**src/rtl/hack_cpu_core_pkg.sv**
```systemverilog
// Shared constants for the Hack CPU core: widths and instruction-field bit positions.
package hack_cpu_core_pkg;
    localparam int DATA_W = 16;
    localparam int ADDR_W = 15;

    // C-instruction layout: 111a cccccc ddd jjj
    localparam int CI_BIT = 15;
    localparam int A_BIT  = 12;
    localparam int C_MSB  = 11;
    localparam int DEST_A = 5;
    localparam int DEST_D = 4;
    localparam int DEST_M = 3;
    localparam int J_LT   = 2;
    localparam int J_EQ   = 1;
    localparam int J_GT   = 0;
endpackage

```
**src/rtl/hack_cpu_core_if.sv**
```systemverilog
// ROM/RAM-side bus of the Hack CPU core.
interface hack_cpu_core_if;
    import hack_cpu_core_pkg::*;

    logic [DATA_W-1:0] instruction;
    logic              instr_valid;
    logic [DATA_W-1:0] inM;
    logic [DATA_W-1:0] outM;
    logic              writeM;
    logic [ADDR_W-1:0] addressM;
    logic [ADDR_W-1:0] pc;

    // CPU side
    modport master (
        input  instruction, instr_valid, inM,
        output outM, writeM, addressM, pc
    );

    // Memory / environment side
    modport slave (
        output instruction, instr_valid, inM,
        input  outM, writeM, addressM, pc
    );
endinterface

```
**src/rtl/hack_alu.sv**
```systemverilog
// Existing Hack ALU: six control bits select among the 18 Hack functions.
module hack_alu (
    input  logic [15:0] x,
    input  logic [15:0] y,
    input  logic        zx,
    input  logic        nx,
    input  logic        zy,
    input  logic        ny,
    input  logic        f,
    input  logic        no,
    output logic [15:0] out,
    output logic        zr,
    output logic        ng
);
    logic [15:0] x1, x2, y1, y2, r;

    // Operand conditioning, function select and output negation
    always_comb begin
        x1  = zx ? 16'h0000 : x;
        x2  = nx ? ~x1 : x1;
        y1  = zy ? 16'h0000 : y;
        y2  = ny ? ~y1 : y1;
        r   = f ? (x2 + y2) : (x2 & y2);
        out = no ? ~r : r;
        zr  = (out == 16'h0000);
        ng  = out[15];
    end
endmodule

```
**src/rtl/hack_cpu_core_pc.sv**
```systemverilog
// Program counter: hold has priority over load, load over increment.
module hack_pc #(
    parameter int ADDR_W   = 15,
    parameter int RESET_PC = 0
) (
    input  logic              clock,
    input  logic              reset_n,
    input  logic              load_i,
    input  logic              inc_i,
    input  logic              hold_i,
    input  logic [ADDR_W-1:0] d_i,
    output logic [ADDR_W-1:0] q_o
);
    logic [ADDR_W-1:0] pc_q, pc_d;

    // Next-count selection; increment wraps naturally at the top of the range
    always_comb begin
        pc_d = pc_q;
        if (hold_i)     pc_d = pc_q;
        else if (load_i) pc_d = d_i;
        else if (inc_i)  pc_d = pc_q + 1'b1;
    end

    // Counter register with asynchronous clear to RESET_PC
    always_ff @(posedge clock or negedge reset_n) begin
        if (!reset_n) pc_q <= ADDR_W'(RESET_PC);
        else          pc_q <= pc_d;
    end

    assign q_o = pc_q;
endmodule

```
**src/rtl/hack_cpu_core.sv**
```systemverilog
// Hack CPU control/register stage: decodes, holds A/D/PC, drives the ALU, resolves jumps.
module hack_cpu_core
    import hack_cpu_core_pkg::*;
#(
    parameter int RESET_PC = 0
) (
    input  logic               clock,
    input  logic               reset_n,
    hack_cpu_core_if.master    bus
);
    logic [DATA_W-1:0] a_q, a_d, d_q, d_d;
    logic [DATA_W-1:0] ins, alu_y, alu_out;
    logic              alu_zr, alu_ng;
    logic              is_c, exec, jump;

    assign ins   = bus.instruction;
    assign is_c  = ins[CI_BIT];
    assign exec  = bus.instr_valid;
    assign alu_y = ins[A_BIT] ? bus.inM : a_q;

    hack_alu u_alu (
        .x  (d_q),
        .y  (alu_y),
        .zx (ins[C_MSB]),
        .nx (ins[C_MSB-1]),
        .zy (ins[C_MSB-2]),
        .ny (ins[C_MSB-3]),
        .f  (ins[C_MSB-4]),
        .no (ins[C_MSB-5]),
        .out(alu_out),
        .zr (alu_zr),
        .ng (alu_ng)
    );

    // Jump condition from the ALU flags; A-instructions never jump
    always_comb begin
        jump = is_c & ((ins[J_LT] & alu_ng) |
                       (ins[J_EQ] & alu_zr) |
                       (ins[J_GT] & ~alu_ng & ~alu_zr));
    end

    // Jump target is the A value before this edge's update
    hack_pc #(.ADDR_W(ADDR_W), .RESET_PC(RESET_PC)) u_pc (
        .clock  (clock),
        .reset_n(reset_n),
        .load_i (exec & jump),
        .inc_i  (exec & ~jump),
        .hold_i (~exec),
        .d_i    (a_q[ADDR_W-1:0]),
        .q_o    (bus.pc)
    );

    // Next A/D: A-instruction loads A with the literal, C-instruction writes selected dests
    always_comb begin
        a_d = a_q;
        d_d = d_q;
        if (exec) begin
            if (!is_c) begin
                a_d = {1'b0, ins[DATA_W-2:0]};
            end else begin
                if (ins[DEST_A]) a_d = alu_out;
                if (ins[DEST_D]) d_d = alu_out;
            end
        end
    end

    // A and D registers
    always_ff @(posedge clock or negedge reset_n) begin
        if (!reset_n) begin
            a_q <= '0;
            d_q <= '0;
        end else begin
            a_q <= a_d;
            d_q <= d_d;
        end
    end

    // Memory side: write address is the registered (old) A, write gated by reset and stall
    assign bus.outM     = alu_out;
    assign bus.writeM   = reset_n & exec & is_c & ins[DEST_M];
    assign bus.addressM = a_q[ADDR_W-1:0];
endmodule

```
**src/flat_wrapper.sv**
```systemverilog
// flat-port wrapper written by rule: the top's interface ports become plain ports
module hack_cpu_core_flat import hack_cpu_core_pkg::*;
#(
    parameter int RESET_PC = 0
)
  (clock, reset_n, bus_instruction, bus_instr_valid, bus_inM, bus_outM, bus_writeM, bus_addressM, bus_pc);
  hack_cpu_core_if bus_i ();
  input  logic clock;
  input  logic reset_n;
  input wire logic [$bits(bus_i.instruction)-1:0] bus_instruction;
  input wire logic [$bits(bus_i.instr_valid)-1:0] bus_instr_valid;
  input wire logic [$bits(bus_i.inM)-1:0] bus_inM;
  output wire logic [$bits(bus_i.outM)-1:0] bus_outM;
  output wire logic [$bits(bus_i.writeM)-1:0] bus_writeM;
  output wire logic [$bits(bus_i.addressM)-1:0] bus_addressM;
  output wire logic [$bits(bus_i.pc)-1:0] bus_pc;
  assign bus_i.instruction = bus_instruction;
  assign bus_i.instr_valid = bus_instr_valid;
  assign bus_i.inM = bus_inM;
  assign bus_outM = bus_i.outM;
  assign bus_writeM = bus_i.writeM;
  assign bus_addressM = bus_i.addressM;
  assign bus_pc = bus_i.pc;
  hack_cpu_core #(.RESET_PC(RESET_PC)) u_core (.clock(clock), .reset_n(reset_n), .bus(bus_i));
endmodule
```
**config.mk**
```make
export PLATFORM = sky130hd
export DESIGN_NAME = hack_cpu_core_flat
export DESIGN_NICKNAME = d
export VERILOG_FILES = /design/src/rtl/hack_cpu_core_pkg.sv /design/src/rtl/hack_cpu_core_if.sv /design/src/rtl/hack_alu.sv /design/src/rtl/hack_cpu_core_pc.sv /design/src/rtl/hack_cpu_core.sv /design/src/flat_wrapper.sv
export SDC_FILE = /design/constraint.sdc
export NUM_CORES = 1
export LEC_CHECK = 0
export BUFFER_PORTS_ARGS = -buffer_cell sky130_fd_sc_hd__buf_4
export CAP_MARGIN = 20
export CORE_UTILIZATION = 50
export CTS_BUF_LIST = sky130_fd_sc_hd__clkbuf_4 sky130_fd_sc_hd__clkbuf_8
export CTS_CLUSTER_SIZE = 10
export DETAILED_ROUTE_END_ITERATION = 10
export PLACE_DENSITY = 0.76
export SETUP_SLACK_MARGIN = 0.5
export SLEW_MARGIN = 20
export SYNTH_ARGS = -nofsm -noshare
export SYNTH_HDL_FRONTEND = slang
export SYNTH_SLANG_ARGS = --single-unit
```
**constraint.sdc**
```tcl
create_clock -name clock -period 4.2 [get_ports clock]
set_input_delay 0.21 -clock clock [delete_from_list [all_inputs] [get_ports clock]]
set_output_delay 0.21 -clock clock [all_outputs]
set_load 0.02 [all_outputs]
```
# Word-level counts from Yosys, hierarchy flattened
# Cells that the tools add are included.
# W data, S select, Z words.
# word_totals
ff_bits	47
elab_cells	41
out_inout_bits	47
in_bits	35
# classes
mux	11
bitwise	19
n_reduce_logical	5
add_sub_neg	2
n_eq_ne	1
# ops
op	count
$mux W16	9
$not A16 Y16	3
$mux W15	2
$add A16 B16 Y16	1
$and A16 B16 Y16	1
$logic_not A16 Y1	1
$add A15 B1 Y15 const B	1
$and A1 B1 Y1	10
$reduce_and A2 Y1	2
$not A1 Y1	3
$reduce_and A3 Y1	1
$ne A2 B2 Y1 const B	1
$or A1 B1 Y1	2
$reduce_bool A2 Y1	1

# Logic depth before layout (Yosys ltp)
# Gate-level depths: netlist (run 1).
# logic_depth
depth_word	17
depth_mapped	20
ltp_nobuf	17

# Modules after synthesis
# A second synthesis (run 1) with hierarchy kept.
# hier_totals
hier_cells	514
hier_area_um2	4760.8
# modules_own_cells
mod	area_per_inst_um2	cells_each	seq_area_each_um2	instances
hack_alu	1906.8	267	0.0	1
hack_cpu_core	1849.3	131	800.8	1
hack_pc	1004.7	116	375.4	1

# Least setup slack after synthesis (run 1)
# Ideal clock, no wire load.
# synth_timing
kind	input to register
from	input bus_instruction[12]
to	register u_core.u_pc.pc_q[6], in the netlist u_core.u_pc.q_o[6]
arrival_time_ns	4.339
path_buffers	4
stages	19
slack_ns	-0.272
setup_time_ns	0.133
t_required_ns	4.067
path_cell_list	clkbuf_1 clkbuf_1 mux2i_1 nor2_1 xor2_1 ha_1 buf_4 a21o_1 a31oi_4 and4_1 a221oi_1 nand3_1 or4b_1 nor4_2 nand3_1 a31o_1 buf_6 a31oi_1 o211ai_1
# synth_between
elab_chain_len	17
elab_cells_between_ends	25
classes_between	1 x add/sub; 6 x mux; 15 x bitwise; 3 x reduce/logical
# synth_rtl
element	line_no	rtl
start: declaration	flat_wrapper.sv:10	input wire logic [$bits(bus_i.instruction)-1:0] bus_instruction;
$mux W16 (*)	hack_cpu_core.sv:19	assign alu_y = ins[A_BIT] ? bus.inM : a_q;
$mux W16 (*)	hack_alu.sv:21	y1 = zy ? 16'h0000 : y;
$not A16 Y16	hack_alu.sv:22	y2 = ny ? ~y1 : y1;
$mux W16 (*)	hack_alu.sv:22	
$add A16 B16 Y16 or $and A16 B16 Y16 (tied branches)	hack_alu.sv:23	r = f ? (x2 + y2) : (x2 & y2);
$mux W16 (*)	hack_alu.sv:23	
$not A16 Y16	hack_alu.sv:24	out = no ? ~r : r;
$mux W16 (*)	hack_alu.sv:24	
named net bus_outM[8]	flat_wrapper.sv:13	output wire logic [$bits(bus_i.outM)-1:0] bus_outM;
(+1 left out)	-	
$and A1 B1 Y1 or $not A1 Y1 (tied branches)	hack_cpu_core.sv:38, hack_cpu_core.sv:39	
$or A1 B1 Y1 or $and A1 B1 Y1 (tied branches)	hack_cpu_core.sv:37, hack_cpu_core.sv:39	
$or A1 B1 Y1 (*)	hack_cpu_core.sv:38	(ins[J_EQ] & alu_zr) |
$and A1 B1 Y1 (*)	hack_cpu_core.sv:37	jump = is_c & ((ins[J_LT] & alu_ng) |
$not A1 Y1	hack_cpu_core.sv:47	.inc_i (exec & ~jump),
$and A1 B1 Y1	hack_cpu_core.sv:47	
$reduce_bool A2 Y1 (no source line)	-	
$reduce_and A2 Y1 (no source line)	-	
end signal: assignment	hack_cpu_core_pc.sv:26	if (!reset_n) pc_q <= ADDR_W'(RESET_PC);
end signal: assignment	hack_cpu_core_pc.sv:27	else pc_q <= pc_d;
end: declaration	hack_cpu_core_pc.sv:14	logic [ADDR_W-1:0] pc_q, pc_d;
# Mark *: on every way through the listed nets, which the timed path passes. The rest lies on a longest branch.
# A chain may end at the register's enable or synchronous reset.

# Worst setup path after layout (run 1)
# layout_timing
from	register u_core.a_q[6]
to	register u_core.u_pc.pc_q[0], in the netlist u_core.u_pc.q_o[0]
# layout_between
elab_chain_len	17
elab_cells_between_ends	25
classes_between	1 x add/sub; 6 x mux; 15 x bitwise; 3 x reduce/logical
# layout_rtl
element	line_no	rtl
start: declaration	hack_cpu_core.sv:11	logic [DATA_W-1:0] a_q, a_d, d_q, d_d;
start signal: assignment	hack_cpu_core.sv:70	a_q <= '0;
start signal: assignment	hack_cpu_core.sv:73	a_q <= a_d;
$mux W16 (*)	hack_cpu_core.sv:19	
$mux W16 (*)	hack_alu.sv:21	
$not A16 Y16	hack_alu.sv:22	
$mux W16 (*)	hack_alu.sv:22	
$add A16 B16 Y16 or $and A16 B16 Y16 (tied branches)	hack_alu.sv:23	
$mux W16 (*)	hack_alu.sv:23	
$not A16 Y16	hack_alu.sv:24	
$mux W16 (*)	hack_alu.sv:24	
$logic_not A16 Y1 or $not A1 Y1 (tied branches)	hack_alu.sv:25, hack_cpu_core.sv:39	
$and A1 B1 Y1, or another cell as far along	hack_cpu_core.sv:38	
$or A1 B1 Y1 or $and A1 B1 Y1 (tied branches)	hack_cpu_core.sv:37, hack_cpu_core.sv:39	
$or A1 B1 Y1 (*)	hack_cpu_core.sv:38	
$and A1 B1 Y1 (*)	hack_cpu_core.sv:37	
$not A1 Y1	hack_cpu_core.sv:47	
$and A1 B1 Y1	hack_cpu_core.sv:47	
$reduce_bool A2 Y1 (no source line)	-	
$reduce_and A2 Y1 (no source line)	-	
# Every way passes the cells marked *; elsewhere a longest branch is shown, timed or not.

==> run_results.csv, run 1 <==
group,metric,value,unit
placed_design,port-buffer-count,81,
synth,syn_nets,620,
timing,rsz0062_at_grt,"true",
run,maxCapViolCount,0,
routing,drc,0,
placed_design,post-place-cells,732,
die,core_area,8760,µm²
worst_setup_path,path_buf_inv,2,
synth,ys_seq_elements,47,
global_routing,grt_pass1_vias,4189,
worst_setup_path,worstPathArrival,4.28,ns
power_and_ir_drop,p_per_area,605,nW/µm²
worst_setup_path,cpPeakStageDelay,0.48,ns
power_and_ir_drop,finalPower,3.40,mW
synth,async_reset_ff_share,100,%
global_routing,grt_pass1_wl,20.9,mm
global_routing,overflow,0,
timing,worst_pin_slew,0.953,ns
timing,period_share,96.3,%
routing,final_antenna_net_count,0,
power_and_ir_drop,swShare,46.4,%
worst_setup_path,crit_path_end_kind,"register",
timing,finClkSkew,0.00515,ns
worst_setup_path,cp_top_family,"simple AND/OR/NAND/NOR gates",
synth,synth_cell_type_count,69,
placed_design,gp_congestion,0.886,
die,dieHeight,97.6,µm
die,dieArea,9520,µm²
synth,synthTopCellsByArea,"dfrtp_1 (26%), mux2i_1 (7.5%), xnor2_1 (5.2%), ha_1 (4.7%), o21ai_0 (4.4%)",
layout,utilization,64.3,%
worst_setup_path,reg2regPathDepth,17,
die,die_width,97.6,µm
die,start_util,52.1,%
power_and_ir_drop,power_switching,1.58,mW
power_and_ir_drop,cell_internal_pwr,1.83,mW
worst_setup_path,path_depth,17,
min_path,hp-class,"input pin to register",
routing,firstDrtPassIters,5,
synth,yosysTopAreaCell,"dfrtp_1",
synth,synth_ff_type,"dfrtp_1",
synth,netlist_area,4570,µm²
routing,wl_per_cell,16.9,µm
power_and_ir_drop,seqPwrFrac,22.9,%
routing,avgViaCountPerCell,6.01,
routing,first_iter_violations,251,
layout,fillCellCount,717,
status,status,"finished, final reports clean",
synth,synth.avg_cell_area,8.05,µm²
clock_network,insertion_delay,0.30,ns
synth,netlist_instances,567,
clock_network,cts_max_level,2,
layout,drive_above_1_share,27.9,%
power_and_ir_drop,pwr-share-comb,67.1,%
synth,synth_top_area_share,25.8,%
placed_design,hpwl,9.13,mm
timing,relSlewSlack,36.3,%
worst_setup_path,criticalPathCategory,"register to register",
worst_setup_path,crit_path_end,"u_core.u_pc.q_o[0]$_DFFE_PN0P_",
timing,maxSlewViolCount,0,
clock_network,cts_buffers,5,
min_path,whs_path_depth,3,
synth,synth_commonest_cells,"dfrtp_1 (47), nor2_1 (47), nand2_1 (42)",
clock_network,ctsRootBufferMaster,"clkbuf_8",
power_and_ir_drop,pwr-share-clk,9.9,%
timing,period_needed,4.05,ns
worst_setup_path,crit_required,4.43,ns
power_and_ir_drop,vdd_drop_max,0.260,mV
global_routing,grt_max_degree,49,
timing,finalSetupViolations,0,
power_and_ir_drop,leakage,2.69,nW
layout,antenna_cells,0,
die,rows,34,
routing,vias,4489,
worst_setup_path,crit_path_start_kind,"register",
worst_setup_path,r2r_setup_slack,0.15,ns
synth,seq_area_frac_synth,25.8,%
die,ios,82,
synth,synth_edf_count,0,
clock_network,clk_pin_slew,0.09,ns
worst_setup_path,crit_slowest_cell,"or4_1",
timing,finalHoldViolCount,0,
clock_network,clk_path_buf_depth,2,
timing,hold_ws,0.211,ns
layout,fin_cells,747,
worst_setup_path,cp_max_fo,16,
global_routing,track_usage,26.4,%
worst_setup_path,worstSetupStartpoint,"u_core.a_q[6]$_DFFE_PN0P_",
layout,finalNetCount,691,
routing,wirelength,12.7,mm
clock_network,cts_num_sinks,47,
global_routing,grt_antenna_before_repair,0,
worst_setup_path,reg2reg_from,"u_core.a_q[6]$_DFFE_PN0P_",
clock_network,cts_tree,"yes",
synth,ys_warn_count,0,
timing,fmax,247,MHz
worst_setup_path,critical_path.cell_chain,"mux2i_1 -> nor2_1 -> xor2_1 -> ha_1 -> buf_4 -> and3_2 -> nand4_1 -> a21oi_2 -> or4_1 -> a31oi_1 -> xnor2_1 -> nor4_4 -> nand3_1 -> a31o_4 -> buf_12 -> mux2_4 -> o21ai_1",
layout,syn2layout_area_growth,23.3,%
worst_setup_path,reg2reg_to,"u_core.u_pc.q_o[0]$_DFFE_PN0P_",
[placed cells by master (no fill, tap or decap), types with 4 or more instances in the layout]
cell	instances
a21o_1	5
xor2_1	16
xnor2_1	25
or3_1	6
dfrtp_1	46
nand4_1	7
o21ai_0	34
nand2b_1	18
a211oi_1	4
clkbuf_8	5
nand2_1	42
nand3_1	18
mux2_2	11
a21oi_1	12
nor3_1	7
o221ai_1	9
inv_1	34
a31oi_1	7
and3_1	22
o21ai_2	4
buf_4	114
nor2_1	46
nand3b_1	4
mux2i_1	34
nor2b_1	7
ha_1	15
[through the flow]
stage	setup slack, ns	setup TNS, ns	area (µm²)
after global routing	-0.0162	-0.0288	5630
after detailed placement	-0.0119	-0.0119	5290
final	0.153	0	5630
after floorplan	0.261	0	4640
after global placement	0.0480	0	5290
after CTS	0.140	0	5500
[how the worst min path moves through the flow]
stage	from	slack (ns)	endpoint
after floorplan	reset_n	-0.09	u_core.a_q[0]$_DFFE_PN0P_
after global placement	reset_n	0.27	u_core.u_pc.q_o[2]$_DFFE_PN0P_
after detailed placement	reset_n	0.27	u_core.u_pc.q_o[2]$_DFFE_PN0P_
after CTS	bus_instruction[13]	0.20	u_core.a_q[13]$_DFFE_PN0P_
after global routing	bus_instruction[13]	0.22	u_core.a_q[13]$_DFFE_PN0P_
final	bus_instruction[13]	0.21	u_core.a_q[13]$_DFFE_PN0P_
[flip-flops by register name, summed over array words and instances, names as in the netlist]
signal,count
u_core.a_q,16
u_core.d_q,16
u_core.u_pc.q_o,15
[per-layer routing]
layer | GRT usage, % | up-vias | wire, µm
li1 | - | 2138 | -
met1 | 36.5 | 2154 | 5720
met2 | 43.6 | 171 | 6070
met3 | 3.02 | 26 | 646
met4 | 7.35 | 0 | 220
met5 | 0 | - | 0
[kinds of logic after synthesis]
logic type	after synthesis	share of synthesized area, %
simple gates	205	23.5
buf+inv	91	9.32
mux	46	10.4
fa+ha+maj	18	5.10
compound gates	115	17.1
flops	47	25.8
xor+xnor	45	8.79
[power by group through the flow]
| stage | Combinational (mW) | Sequential, mW | Clock, mW |
|---|---|---|---|
| final | 2.29 | 0.780 | 0.339 |
| after global routing | 2.47 | 0.806 | 0.364 |
| after CTS | 2.18 | 0.775 | 0.347 |
| after detailed placement | 2.13 | 0.782 | 0 |
| after global placement | 2.06 | 0.771 | 0 |
| after floorplan | 1.38 | 0.822 | 0 |
[tightest hold or removal path, cell delays in order]
cell	delay, ns
buf_4	0.08
mux2i_1	0.06
o21ai_0	0.13
[area by class of cell]
class | count | area (µm²) | area share [%]
inverters | 36 | 135 | 2.40
clock inverters | 3 | 43.8 | 0.778
clock buffers | 5 | 68.8 | 1.22
well taps | 108 | 135 | 2.40
flip-flops and latches | 47 | 1180 | 20.9
repair buffers | 119 | 958 | 17.0
multi-input cells | 429 | 3110 | 55.3
[timing repair]
| item | 4_1_cts | 5_1_grt |
|---|---|---|
| pin swaps | 5 | 1 |
| setup endpoints to repair | 15 | 19 |
| resized for setup | 5 | 25 |
| endpoints found under the hold margin | 47 | 0 |
| hold buffers | 1 | 0 |
| setup buffers | 2 | 2 |
| cloned | 1 | 1 |
Note: power is estimated with default switching activity, not from simulation.
==> run 2: changes to the inputs <==
--- a/config.mk
+++ b/config.mk
@@ -11,6 +11,7 @@
 export CTS_BUF_LIST = sky130_fd_sc_hd__clkbuf_4 sky130_fd_sc_hd__clkbuf_8
 export CTS_CLUSTER_SIZE = 10
 export DETAILED_ROUTE_END_ITERATION = 10
+export MAX_ROUTING_LAYER = met4
 export PLACE_DENSITY = 0.76
 export SETUP_SLACK_MARGIN = 0.5
 export SLEW_MARGIN = 20
==> run 2 against run 1 <==
Setup slack better by 0.011 ns. Utilization unchanged. Sequential share of layout area unchanged. Via count about the same. Worst hold slack worse by 0.0013 ns. Combinational power about the same. Clock power about the same. Routed wire length down 0.20%. Register-to-register slack about the same. Fmax up 0.28%. First-iteration DRC count down 15%. Largest power group unchanged.
==> run_results.csv, run 2 (synthesized netlist as in run 1, its figures left out) <==
group,metric,value,unit
global_routing,grt_pass1_wl,20.9,mm
worst_setup_path,crit_path_end,"u_core.u_pc.q_o[0]$_DFFE_PN0P_",
routing,vias,4492,
timing,rsz0062_at_grt,"true",
clock_network,insertion_delay,0.30,ns
routing,wirelength,12.6,mm
worst_setup_path,reg2reg_from,"u_core.a_q[0]$_DFFE_PN0P_",
timing,hold_ws,0.210,ns
worst_setup_path,reg2regPathDepth,18,
worst_setup_path,crit_path_start_kind,"register",
worst_setup_path,crit_path_end_kind,"register",
die,start_util,52.1,%
timing,finClkSkew,0.00439,ns
power_and_ir_drop,leakage,2.69,nW
die,core_area,8760,µm²
layout,finalNetCount,691,
placed_design,hpwl,9.13,mm
timing,finalHoldViolCount,0,
worst_setup_path,worstPathArrival,4.27,ns
clock_network,ctsRootBufferMaster,"clkbuf_8",
global_routing,grt_max_degree,49,
routing,final_antenna_net_count,0,
layout,antenna_cells,0,
timing,worst_pin_slew,0.948,ns
routing,firstDrtPassIters,5,
routing,first_iter_violations,214,
die,die_width,97.6,µm
global_routing,track_usage,27.3,%
min_path,hp-class,"input pin to register",
worst_setup_path,worstSetupStartpoint,"u_core.a_q[0]$_DFFE_PN0P_",
timing,finalSetupViolations,0,
layout,drive_above_1_share,27.9,%
timing,fmax,248,MHz
min_path,hp-start,"bus_instruction[13]",
timing,period_share,96.1,%
power_and_ir_drop,p_per_area,605,nW/µm²
layout,final_common_cell,"buf_4",
routing,drc,0,
global_routing,overflow,0,
placed_design,gp_congestion,0.900,
timing,tns,0,ns
die,dieHeight,97.6,µm
die,rows,34,
die,dieArea,9520,µm²
die,ios,82,
layout,final-seq-area,1180,µm²
worst_setup_path,crit_required,4.43,ns
clock_network,cts_tree,"yes",
timing,period_needed,4.04,ns
timing,maxSlewViolCount,0,
worst_setup_path,criticalPathCategory,"register to register",
clock_network,cts_buffers,5,
global_routing,grt_pass1_vias,4189,
clock_network,clk_pin_slew,0.09,ns
layout,syn2layout_area_growth,23.3,%
worst_setup_path,r2r_setup_slack,0.16,ns
run,maxCapViolCount,0,
routing,wl_per_cell,16.9,µm
placed_design,place_ws,-0.0119,ns
routing,avgViaCountPerCell,6.01,
layout,final_cell_mix,"buf_4 (114), nor2_1 (46), dfrtp_1 (46)",
global_routing,grt_antenna_before_repair,0,
layout,utilization,64.3,%
worst_setup_path,reg2reg_to,"u_core.u_pc.q_o[0]$_DFFE_PN0P_",
layout,multi_input_area,3110,µm²
clock_network,cts_max_level,2,
placed_design,port-buffer-count,81,
clock_network,clk_path_buf_depth,2,
layout,fillCellCount,717,
worst_setup_path,cp_max_fo,16,
clock_network,cts_num_sinks,47,
status,status,"finished, final reports clean",
timing,relSlewSlack,36.6,%
timing,fin_ws,0.164,ns
power_and_ir_drop,vdd_drop_max,0.261,mV
run 2: cell counts in the layout (fill, tap and decap cells not counted):
Identical to the previous run, type by type.
run 2: final cells by class:
class,instances,area share [%]
inverter,36,2.40
multi-input combinational,429,55.3
tap,108,2.40
sequential,47,20.9
clock buffer,5,1.22
timing repair buffer,119,17.0
clock inverter,3,0.778
run 2: worst min-delay path by stage:
stage	to	slack (ns)	cells past startpoint
finish	u_core.a_q[13]$_DFFE_PN0P_	0.21	3
global route	u_core.a_q[13]$_DFFE_PN0P_	0.22	3
CTS	u_core.a_q[13]$_DFFE_PN0P_	0.20	3
detailed placement	u_core.u_pc.q_o[2]$_DFFE_PN0P_	0.27	1
global placement	u_core.u_pc.q_o[2]$_DFFE_PN0P_	0.27	1
floorplan	u_core.a_q[0]$_DFFE_PN0P_	-0.09	0
run 2: what timing repair did:
action                     4_1_cts  5_1_grt
hold endpoints to repair        47        0
setup buffers                    2        2
cloned                           1        1
hold buffers                     1        0
resized for setup                5       25
pin swaps                        5        1
setup endpoints to repair       15       19
run 2: critical path, stage by stage (launching register included):
cell     delay, ns
dfrtp_1       0.39
mux2i_1       0.12
nor2_1        0.07
xor2_1        0.15
ha_2          0.19
fa_2          0.35
xor2_1        0.16
mux2i_1       0.24
xnor2_2       0.16
inv_2         0.05
or3_1         0.38
nor4_2        0.13
or4b_4        0.50
nor4_4        0.16
nand3_1       0.13
a31o_4        0.28
buf_12        0.15
mux2_4        0.29
o21ai_1       0.07
run 2: power breakdown:
group	switching, mW	total (mW)	internal [mW]
registers	0.152	0.780	0.627
clock network	0.163	0.340	0.178
logic	1.27	2.29	1.02
total	1.58	3.41	1.83
run 2: per-layer routing:
metal	wire length, µm	part of all wire (%)	GRT usage [%]	vias to the layer above
met5	0	0	-	-
met4	227	1.8	7.35	0
met3	615	4.9	2.88	25
met2	6070	48	43.4	167
met1	5710	45	37.0	2155
li1	-	-	-	2145
run 2: through the flow:
step | total power, mW | instance area, µm² | instances
floorplan | 2.20 | 4640 | 567
CTS | 3.31 | 5500 | 744
global placement | 2.83 | 5290 | 732
global route | 3.64 | 5630 | 747
detailed placement | 2.91 | 5290 | 732
finish | 3.41 | 5630 | 747
==> run 3: changes to the inputs <==
--- a/config.mk
+++ b/config.mk
@@ -7,6 +7,7 @@
 export LEC_CHECK = 0
 export BUFFER_PORTS_ARGS = -buffer_cell sky130_fd_sc_hd__buf_4
 export CAP_MARGIN = 20
+export CORE_ASPECT_RATIO = 0.5
 export CORE_UTILIZATION = 50
 export CTS_BUF_LIST = sky130_fd_sc_hd__clkbuf_4 sky130_fd_sc_hd__clkbuf_8
 export CTS_CLUSTER_SIZE = 10
==> run 3 against run 2 <==
Power is 1.5% higher. Global-route usage is 1.2 points higher. Cell count is 2.0% higher. First-iteration DRC count is 64% higher. Fmax is 2.9% lower. Design area is 0.24% higher. Clock power is 1% higher. Via count is 1.8% lower. Count of clock-buffer cells in the layout stayed put.
==> run_results.csv, run 3 (synthesized netlist as in run 1, its figures left out) <==
group,metric,value,unit
status,status,"finished, final reports clean",
global_routing,grt_antenna_before_repair,0,
clock_network,cts_max_level,2,
placed_design,port-buffer-count,81,
layout,final_common_cell,"buf_4",
routing,first_iter_violations,350,
die,rows,24,
timing,finalHoldViolCount,0,
clock_network,cts_tree,"yes",
worst_setup_path,reg2regPathDepth,17,
global_routing,overflow,0,
layout,finalNetCount,698,
layout,fillCellCount,720,
timing,period_needed,4.16,ns
worst_setup_path,path_buf_inv,2,
layout,final_cell_mix,"buf_4 (123), nor2_1 (47), dfrtp_1 (47)",
global_routing,grt_pass1_vias,3972,
worst_setup_path,crit_required,4.44,ns
timing,fin_ws,0.0446,ns
worst_setup_path,cp_common_cell,"buf_4",
die,die_width,137,µm
layout,fin_cells,762,
timing,finalSetupViolations,0,
worst_setup_path,cp_top_family,"simple AND/OR/NAND/NOR gates",
power_and_ir_drop,swShare,46.8,%
routing,final_antenna_net_count,0,
clock_network,insertion_delay,0.31,ns
layout,syn2layout_area_growth,23.6,%
worst_setup_path,critical_path.cell_chain,"mux2i_1 -> nor2_1 -> xor2_1 -> ha_1 -> buf_4 -> a21oi_1 -> o21ai_0 -> or3_1 -> a31o_2 -> xnor2_2 -> or4b_4 -> nor4_4 -> nand3_1 -> a31o_4 -> buf_4 -> mux2_4 -> o21ai_2",
routing,firstDrtPassIters,5,
layout,drive_above_1_share,27.9,%
power_and_ir_drop,pwr-share-comb,67.3,%
worst_setup_path,path_depth,17,
clock_network,ctsRootBufferMaster,"clkbuf_8",
worst_setup_path,criticalPathCategory,"register to register",
worst_setup_path,reg2reg_from,"u_core.a_q[4]$_DFFE_PN0P_",
global_routing,grt_pass1_wl,20.7,mm
placed_design,post-place-cells,748,
layout,final-seq-area,1180,µm²
timing,rsz0062_at_grt,"true",
clock_network,cts_num_sinks,47,
timing,period_share,98.9,%
routing,met3_wirelength,751,µm
timing,fmax,241,MHz
die,start_util,52.1,%
power_and_ir_drop,leakage,2.70,nW
global_routing,grt_max_degree,49,
worst_setup_path,cp_max_fo,4,
worst_setup_path,crit_path_start_kind,"register",
timing,worst_pin_slew,1.00,ns
routing,drc,0,
layout,multi_input_area,3120,µm²
clock_network,clk_path_buf_depth,2,
clock_network,clk_pin_slew,0.09,ns
routing,avgViaCountPerCell,5.79,
die,ios,82,
layout,antenna_cells,0,
timing,relSlewSlack,33.0,%
routing,wirelength,12.9,mm
global_routing,track_usage,28.5,%
worst_setup_path,worstSetupStartpoint,"u_core.a_q[4]$_DFFE_PN0P_",
die,dieArea,9540,µm²
die,dieHeight,69.6,µm
timing,hold_ws,0.231,ns
placed_design,hpwl,9.46,mm
power_and_ir_drop,p_per_area,612,nW/µm²
power_and_ir_drop,seqPwrFrac,22.8,%
clock_network,cts_buffers,5,
power_and_ir_drop,cell_internal_pwr,1.84,mW
worst_setup_path,worstPathArrival,4.40,ns
worst_setup_path,crit_path_end,"u_core.u_pc.q_o[0]$_DFFE_PN0P_",
timing,finClkSkew,0.00840,ns
die,core_area,8770,µm²
min_path,hp-class,"input pin to register",
power_and_ir_drop,pwr-share-clk,9.9,%
power_and_ir_drop,vdd_drop_max,0.332,mV
worst_setup_path,crit_path_end_kind,"register",
placed_design,gp_congestion,0.925,
routing,drt-met1-wl,6.30,mm
worst_setup_path,crit_slowest_cell,"or4b_4",
timing,maxSlewViolCount,0,
worst_setup_path,r2r_setup_slack,0.04,ns
routing,routed-wl-met2,5.63,mm
routing,routed.top_layer,"met4",
routing,wl_per_cell,16.9,µm
worst_setup_path,reg2reg_to,"u_core.u_pc.q_o[0]$_DFFE_PN0P_",
layout,utilization,64.4,%
run,maxCapViolCount,0,
worst_setup_path,cpPeakStageDelay,0.56,ns
routing,vias,4413,
power_and_ir_drop,power_switching,1.62,mW
placed_design,place_ws,-0.0586,ns
run 3: worst min-delay path by stage:
stage,start,to,cells past startpoint
2_1_floorplan,reset_n,u_core.a_q[0]$_DFFE_PN0P_,0
3_3_place_gp,reset_n,u_core.u_pc.q_o[13]$_DFFE_PN0P_,1
3_5_place_dp,reset_n,u_core.u_pc.q_o[13]$_DFFE_PN0P_,1
4_1_cts,bus_instruction[14],u_core.a_q[14]$_DFFE_PN0P_,3
5_1_grt,bus_instruction[4],u_core.a_q[4]$_DFFE_PN0P_,3
6_report,bus_instruction[14],u_core.a_q[14]$_DFFE_PN0P_,3
run 3: power groups by stage:
| stage | combinational, mW | clock, mW | sequential (mW) |
|---|---|---|---|
| 2_1_floorplan | 1.38 | 0 | 0.822 |
| 3_3_place_gp | 2.11 | 0 | 0.779 |
| 3_5_place_dp | 2.15 | 0 | 0.786 |
| 4_1_cts | 2.21 | 0.348 | 0.777 |
| 5_1_grt | 2.53 | 0.362 | 0.812 |
| 6_report | 2.33 | 0.344 | 0.787 |
run 3: metal layers:
metal | track usage [%] | up-vias
met5 | - | -
met2 | 41.2 | 125
li1 | - | 2149
met3 | 3.00 | 18
met4 | 5.01 | 0
met1 | 43.0 | 2121
run 3: what timing repair did:
item | in CTS | in global routing
setup endpoints to repair | 15 | 21
gates resized for setup | 6 | 24
endpoints found under the hold margin | 47 | 0
buffers inserted | 3 | 3
pin swaps | 1 | 4
hold buffers | 1 | 0
run 3: area by class of cell:
type | count | share of cell area [%]
Inverter | 36 | 2.39
Multi-Input combinational cell | 429 | 55.2
Timing Repair Buffer | 126 | 17.1
Tap cell | 117 | 2.59
Clock inverter | 2 | 0.665
Clock buffer | 5 | 1.22
Sequential cell | 47 | 20.8
run 3: through the flow:
step	TNS [ns]	area (µm²)	total power, mW
2_1_floorplan	0	4640	2.20
3_3_place_gp	0	5350	2.88
3_5_place_dp	-0.0716	5350	2.94
4_1_cts	0	5530	3.33
5_1_grt	-0.939	5650	3.70
6_report	0	5650	3.46
run 3: worst register-to-register path: stages, from the launching register on:
cell	delay (ns)
dfrtp_1	0.44
mux2i_1	0.15
nor2_1	0.06
xor2_1	0.26
ha_1	0.31
buf_4	0.15
a21oi_1	0.21
o21ai_0	0.14
or3_1	0.31
a31o_2	0.27
xnor2_2	0.15
or4b_4	0.56
nor4_4	0.17
nand3_1	0.12
a31o_4	0.28
buf_4	0.16
mux2_4	0.30
o21ai_2	0.05
